<file path="src/rtl/wb_packer.sv">
// Write-back packer: gathers serial fp16 results into PACK_LEN-lane words and queues them with sequential addresses.
// Optional build macro WB_TIMEOUT_EN adds an idle-timeout flush of partial words.
module wb_packer #(
    parameter int PACK_LEN = 8,
    parameter int ADDR_W   = 13
) (
    input  logic                     clk,
    input  logic                     rst,
    input  logic                     layer_start,
    input  logic                     in_valid,
    input  logic [15:0]              in_data,
    input  logic                     flush,
    output logic                     out_valid,
    input  logic                     out_ready,
    output logic [16*PACK_LEN-1:0]   out_data,
    output logic [ADDR_W-1:0]        out_addr,
    output logic [7:0]               lane_count,
    output logic                     busy,
    output logic                     overflow
);
    localparam int DATA_W = 16 * PACK_LEN;
    localparam int ENT_W  = ADDR_W + DATA_W;

    logic [DATA_W-1:0] acc_r;
    logic [7:0]        lane_count_r;
    logic [ADDR_W-1:0] wr_addr_r;
    logic [ENT_W-1:0]  q0_r, q1_r;
    logic [1:0]        q_cnt_r;
    logic              out_valid_r, busy_r, overflow_r;

    logic [DATA_W-1:0] word_s;
    logic [7:0]        filled_s, lane_nxt_s;
    logic              push_s, pop_s, drop_s, tmo_flush_s;
    logic [ENT_W-1:0]  push_ent_s, q0_nxt_s, q1_nxt_s;
    logic [1:0]        cnt_nxt_s;

`ifdef WB_TIMEOUT_EN
    logic [7:0] idle_cnt_r;

    // The 255th consecutive idle cycle with lanes pending acts as a flush.
    assign tmo_flush_s = (lane_count_r != 8'd0) && !in_valid && (idle_cnt_r == 8'd254);

    // Idle counter: restarts on any datum, on emission, or when nothing is pending.
    always_ff @(posedge clk or negedge rst) begin
        if (!rst) begin
            idle_cnt_r <= 8'd0;
        end else if (layer_start || in_valid || push_s || (lane_count_r == 8'd0)) begin
            idle_cnt_r <= 8'd0;
        end else begin
            idle_cnt_r <= idle_cnt_r + 8'd1;
        end
    end
`else
    assign tmo_flush_s = 1'b0;
`endif

    // Word assembly and two-entry queue next-state; a same-cycle datum lands before a flush.
    always_comb begin
        word_s = acc_r;
        for (int i = 0; i < PACK_LEN; i++) begin
            if (in_valid && (lane_count_r == 8'(i))) begin
                word_s[16*i +: 16] = in_data;
            end else begin
                word_s[16*i +: 16] = acc_r[16*i +: 16];
            end
        end
        filled_s   = lane_count_r + {7'd0, in_valid};
        push_s     = (in_valid && (lane_count_r == 8'(PACK_LEN-1))) ||
                     ((flush || tmo_flush_s) && (filled_s != 8'd0));
        pop_s      = out_valid_r && out_ready;
        lane_nxt_s = push_s ? 8'd0 : filled_s;
        push_ent_s = {wr_addr_r, word_s};
        q0_nxt_s   = q0_r;
        q1_nxt_s   = q1_r;
        cnt_nxt_s  = q_cnt_r;
        drop_s     = 1'b0;
        case ({push_s, pop_s})
            2'b11: begin
                if (q_cnt_r == 2'd2) begin
                    q0_nxt_s = q1_r;
                    q1_nxt_s = push_ent_s;
                end else begin
                    q0_nxt_s = push_ent_s;
                end
            end
            2'b10: begin
                if (q_cnt_r == 2'd0) begin
                    q0_nxt_s  = push_ent_s;
                    cnt_nxt_s = 2'd1;
                end else if (q_cnt_r == 2'd1) begin
                    q1_nxt_s  = push_ent_s;
                    cnt_nxt_s = 2'd2;
                end else begin
                    drop_s = 1'b1;
                end
            end
            2'b01: begin
                q0_nxt_s  = q1_r;
                cnt_nxt_s = q_cnt_r - 2'd1;
            end
            default: begin
                q0_nxt_s = q0_r;
            end
        endcase
    end

    // State update; layer_start clears everything exactly like reset.
    always_ff @(posedge clk or negedge rst) begin
        if (!rst) begin
            acc_r        <= '0;
            lane_count_r <= 8'd0;
            wr_addr_r    <= '0;
            q0_r         <= '0;
            q1_r         <= '0;
            q_cnt_r      <= 2'd0;
            out_valid_r  <= 1'b0;
            busy_r       <= 1'b0;
            overflow_r   <= 1'b0;
        end else if (layer_start) begin
            acc_r        <= '0;
            lane_count_r <= 8'd0;
            wr_addr_r    <= '0;
            q0_r         <= '0;
            q1_r         <= '0;
            q_cnt_r      <= 2'd0;
            out_valid_r  <= 1'b0;
            busy_r       <= 1'b0;
            overflow_r   <= 1'b0;
        end else begin
            acc_r        <= push_s ? '0 : word_s;
            lane_count_r <= lane_nxt_s;
            wr_addr_r    <= push_s ? (wr_addr_r + ADDR_W'(1)) : wr_addr_r;
            q0_r         <= q0_nxt_s;
            q1_r         <= q1_nxt_s;
            q_cnt_r      <= cnt_nxt_s;
            out_valid_r  <= (cnt_nxt_s != 2'd0);
            busy_r       <= (lane_nxt_s != 8'd0) || (cnt_nxt_s != 2'd0);
            overflow_r   <= overflow_r || drop_s;
        end
    end

    assign out_valid  = out_valid_r;
    assign out_data   = q0_r[DATA_W-1:0];
    assign out_addr   = q0_r[ENT_W-1 -: ADDR_W];
    assign lane_count = lane_count_r;
    assign busy       = busy_r;
    assign overflow   = overflow_r;
endmodule

</file>
<file path="config.mk">
export PLATFORM = sky130hd
export DESIGN_NAME = wb_packer
export DESIGN_NICKNAME = d
export VERILOG_FILES = /design/src/rtl/wb_packer.sv
export SDC_FILE = /design/constraint.sdc
export NUM_CORES = 1
export LEC_CHECK = 0
export CORE_MARGIN = 1
export CORE_UTILIZATION = 55
export DETAILED_ROUTE_END_ITERATION = 8
export PLACE_DENSITY = 0.76
export SYNTH_ARGS = -nofsm -noshare
export SYNTH_HDL_FRONTEND = slang
export SYNTH_SLANG_ARGS = --single-unit
</file>
<file path="constraint.sdc">
create_clock -name clk -period 4.6 [get_ports clk]
set_clock_uncertainty 0.15 [all_clocks]
set_input_delay 0.69 -clock clk [delete_from_list [all_inputs] [get_ports clk]]
set_output_delay 0.69 -clock clk [all_outputs]
set_load 0.02 [all_outputs]
</file>
==> impl_summary.md <==
Power
In this run the static leakage power is 11.6 nW. The total power divided by cell area is 469 nW/um^2. The peak supply drop is 0.299 mV.

CTS
Buffers added to address setup during post-CTS repair amount to 0. The post-cts sizing count is 0. Hold repair after CTS inserted 0 buffers. The CTS tree is done. The number of CTS-inserted buffers is 45.

The CTS clock-pin slew for the worst setup and hold paths is 0.06 ns. Clock latency on the worst-skew pair, taken at its later pin, is 0.55 ns. The H-tree depth reported by CTS is 2.

The buffer levels on the longest clock path is 3. The root buffer cell chosen for the clock tree is sky130_fd_sc_hd__clkbuf_16. The clock net in this run drives a total of 436 sinks.

Layout
The area added between synthesis and finish is 18.0%. Summing all flip-flop and latch instances after layout gives 10900 um^2. The library cell used most frequently in the layout, excluding fill and tap cells, is sky130_fd_sc_hd__dfrtp_1. The multi-input combinational cells in the finished layout cover a total of 9940 um^2. The final core area utilization is 0.660. The fraction of final layout cells sized beyond drive strength 1 is 0.135. The number of nets in the layout is 2129. The filler cells instantiated in the layout total 2987. In the layout the commonest cells are sky130_fd_sc_hd__dfrtp_1 (436), sky130_fd_sc_hd__nor3_1 (225), sky130_fd_sc_hd__clkdlybuf4s50_1 (171).

Routing
The initial detailed-routing violation count is 2023. For this block, the via count after detailed routing is 17900. For this run, the detailed router's first-pass iteration total came to 6. In the routed layout, each cell is associated on average with a via count of 6.75.

The average routed wire per standard cell is 24.1 um. Wires add up to 63700 um. The post-detailed-route count of antenna-violating nets is 0. In the routed design, unresolved DRC markers number 0.

Synthesis
Counting flops with a built-in enable in the synthesized netlist gives 0. Summing every instance area after synthesis gives 21700 um^2. The synthesized area divided by synthesized cell count is 10.7 um^2. The post-synthesis mux area share is 0.128.

The number of distinct library cells after synthesis is 47. The area share of fa/ha/maj cells after synthesis is 0.00577. The most used flip-flop cell after synthesis is sky130_fd_sc_hd__dfrtp_1.

The xor-xnor portion of the synthesized cell area is 0.00323. By area, the combinational part of the netlist is dominated by compound AO/OA/AOI/OAI gates. The fraction of the mapped netlist area in compound gates is 0.203. Of all flip-flops after synthesis, the portion carrying an async set or reset was 1.00. The share of the Yosys chip area taken by registers is 0.503.

The synthesized net count is 2055. The count of state elements after synthesis is 436. The warning count from the yosys run is 0. Synthesis produced 2023 cells. The synthesized-area fraction occupied by and/or/nand/nor cells is 0.114.

Global route
The largest net degree at the start of global routing is 163. The initial antenna violation count is 3. Summed over all layers, the global routing overflow is 0.

The number of global-route vias before repair came to 17800. The first global-routing pass estimated 101000 um of wire. In the global route stage, overall resource usage came out at 0.315.

Floorplanning
The area inside the core boundary is 38700 um^2. The die is 201 um wide. The die covers 40200 um^2. The die height is 201 um. The floorplan has 72 rows. For this configuration, the core starts out at a cell density of 0.560. 174 I/O pins were placed.

Timing
Of the available clock period, the critical path in the final layout requires 0.860. The worst path needs 3.95 ns of the cycle, external delays included. Setup repair after global routing left no endpoint under its margin. Timing would allow up to 253 MHz.

The number of failing setup endpoints in the final timing report is 0. Adding up every negative setup slack in the final design gives 0 ns. The final number of hold-violating endpoints is 0. The total count of max-transition violations in the final report was 0. At the pin with the least slew margin, the transition time is 1.09 ns. The normalized max-slew margin is 0.272.

Critical path
The largest single stage delay on the critical path is 0.50 ns. The critical setup path kind is input pin to flop. The most numerous cell on the critical path is sky130_fd_sc_hd__ha_1. The data required time of the critical path is 4.94 ns.

On the critical path, the stage with the largest delay is an instance of sky130_fd_sc_hd__buf_4. The critical path capture point type is a flop. The critical path goes through clkdlybuf4s50_1 -> ha_1 -> ha_1 -> xnor2_1 -> and4_1 -> o21a_1 -> a31o_4 -> inv_4 -> ha_1 -> nor2_1 -> a211oi_4 -> buf_4 -> buf_4 -> a21o_1.

The number of buffers and inverters on the critical path is 4. Among cell families on the critical path, the largest total delay comes from buffers and inverters. The highest net fanout along the worst path is 48. The sort of element at the start of the critical path is an input pin. STA puts the critical path data arrival time at 4.29 ns.

Placed design
During placement, the flow inserted port buffers numbering 173. Detailed placement finished with a half-perimeter wire length of 36000 um. The final weighted congestion in routability-driven placement is 0.847.

Run
Across the run, the number of max-cap violations was 0.

Outcome
The flow ran to the end, and the final reports show no timing, DRC or antenna violations.

Worst hold path
In this run the worst hold path is classified as input pin to async pin.
[sequential cells by signal, summed over array words and instances (netlist names)]
register    count
acc_r         128
busy            1
lane_count      8
out_valid       1
overflow        1
q0_r          141
q1_r          141
q_cnt_r         2
wr_addr_r      13
[stage by stage]
| stage | cells | area [um^2] | power [mW] | setup slack [ns] | hold WS (ns) |
|---|---|---|---|---|---|
| detailed placement | 2568 | 24100 | 8.32 | 0.132 | 0.315 |
| CTS | 2643 | 25600 | 12.0 | 0.678 | 0.136 |
| floorplan | 2023 | 21700 | 6.79 | 0.160 | 0.244 |
| global placement | 2568 | 24100 | 8.23 | 0.186 | 0.311 |
| global route | 2643 | 25600 | 12.5 | 0.424 | 0.158 |
| finish | 2648 | 25600 | 12.0 | 0.645 | 0.0765 |
[synth_stat cells (2+ instances only)]
library cell | number | area [um^2]
sky130_fd_sc_hd__a211oi_1 | 130 | 976
sky130_fd_sc_hd__a21o_1 | 132 | 991
sky130_fd_sc_hd__a21oi_1 | 152 | 761
sky130_fd_sc_hd__a221oi_1 | 131 | 1150
sky130_fd_sc_hd__a22oi_1 | 28 | 210
sky130_fd_sc_hd__and2_1 | 132 | 826
sky130_fd_sc_hd__and3_1 | 3 | 18.8
sky130_fd_sc_hd__buf_1 | 23 | 86.3
sky130_fd_sc_hd__buf_2 | 13 | 65.1
sky130_fd_sc_hd__buf_4 | 16 | 120
sky130_fd_sc_hd__clkbuf_1 | 160 | 601
sky130_fd_sc_hd__dfrtp_1 | 436 | 10900
sky130_fd_sc_hd__ha_1 | 10 | 125
sky130_fd_sc_hd__inv_1 | 10 | 37.5
sky130_fd_sc_hd__mux2_2 | 131 | 1480
sky130_fd_sc_hd__mux2i_1 | 129 | 1290
sky130_fd_sc_hd__nand2_1 | 19 | 71.3
sky130_fd_sc_hd__nand2b_1 | 2 | 12.5
sky130_fd_sc_hd__nand3_1 | 27 | 135
sky130_fd_sc_hd__nand4_1 | 4 | 25.0
sky130_fd_sc_hd__nor2_1 | 18 | 67.6
sky130_fd_sc_hd__nor2b_1 | 4 | 25.0
sky130_fd_sc_hd__nor3_1 | 225 | 1130
sky130_fd_sc_hd__o21a_1 | 2 | 15.0
sky130_fd_sc_hd__o21ai_0 | 46 | 230
sky130_fd_sc_hd__o31ai_1 | 5 | 37.5
sky130_fd_sc_hd__or2_2 | 2 | 12.5
sky130_fd_sc_hd__or3_1 | 3 | 18.8
sky130_fd_sc_hd__or4_1 | 6 | 45.0
sky130_fd_sc_hd__xnor2_1 | 4 | 35.0
sky130_fd_sc_hd__xor2_1 | 4 | 35.0
[logic make-up after synthesis]
| logic type | count (synthesis) |
|---|---|
| flip-flops | 436 |
| AND/OR/NAND/NOR | 454 |
| AO/OA/AOI/OAI | 631 |
| multiplexers | 260 |
| adder cells (fa/ha/maj) | 10 |
| XOR/XNOR | 8 |
| buffers and inverters | 224 |
[metal layers]
metal / global-route usage / share of wire / vias to the layer above / routed length [um]
li1: - / - / 7743 / -
met1: 0.425 / 0.40 / 9012 / 25800
met2: 0.487 / 0.46 / 935 / 29500
met3: 0.0619 / 0.089 / 170 / 5640
met4: 0.157 / 0.045 / 2 / 2840
met5: 0 / 0.00020 / - / 13
[area by class of cell]
type / count / area share
sequential: 436 / 0.426
multi-input combinational: 1363 / 0.389
timing repair buffer: 240 / 0.0997
clock buffer: 63 / 0.0513
tap: 518 / 0.0253
clock inverter: 12 / 0.00646
inverter: 11 / 0.00171
antenna: 5 / 0.000489
[power breakdown]
| group | internal, mW | total [mW] | switching [mW] | leakage (nW) |
|---|---|---|---|---|
| Sequential | 4.27 | 4.57 | 0.306 | 5.96 |
| Combinational | 1.49 | 3.73 | 2.24 | 4.95 |
| Clock | 2.20 | 3.70 | 1.50 | 0.728 |
[worst paths after layout]
check | start | cells after the start | slack [ns] | end
setup / recovery | in_valid | 14 | 0.65 | q0_r[86]
hold / removal | rst | 1 | 0.08 | q0_r[11]
setup reg to reg | lane_count[0] | 13 | 0.69 | q0_r[86]
hold reg to reg | q0_r[36] | 1 | 0.32 | q0_r[36]
max in group asynchronous | rst | 2 | 3.21 | q0_r[57]
min in group clk | q0_r[36] | 1 | 0.32 | q0_r[36]
(Power assumes the default switching activity.)
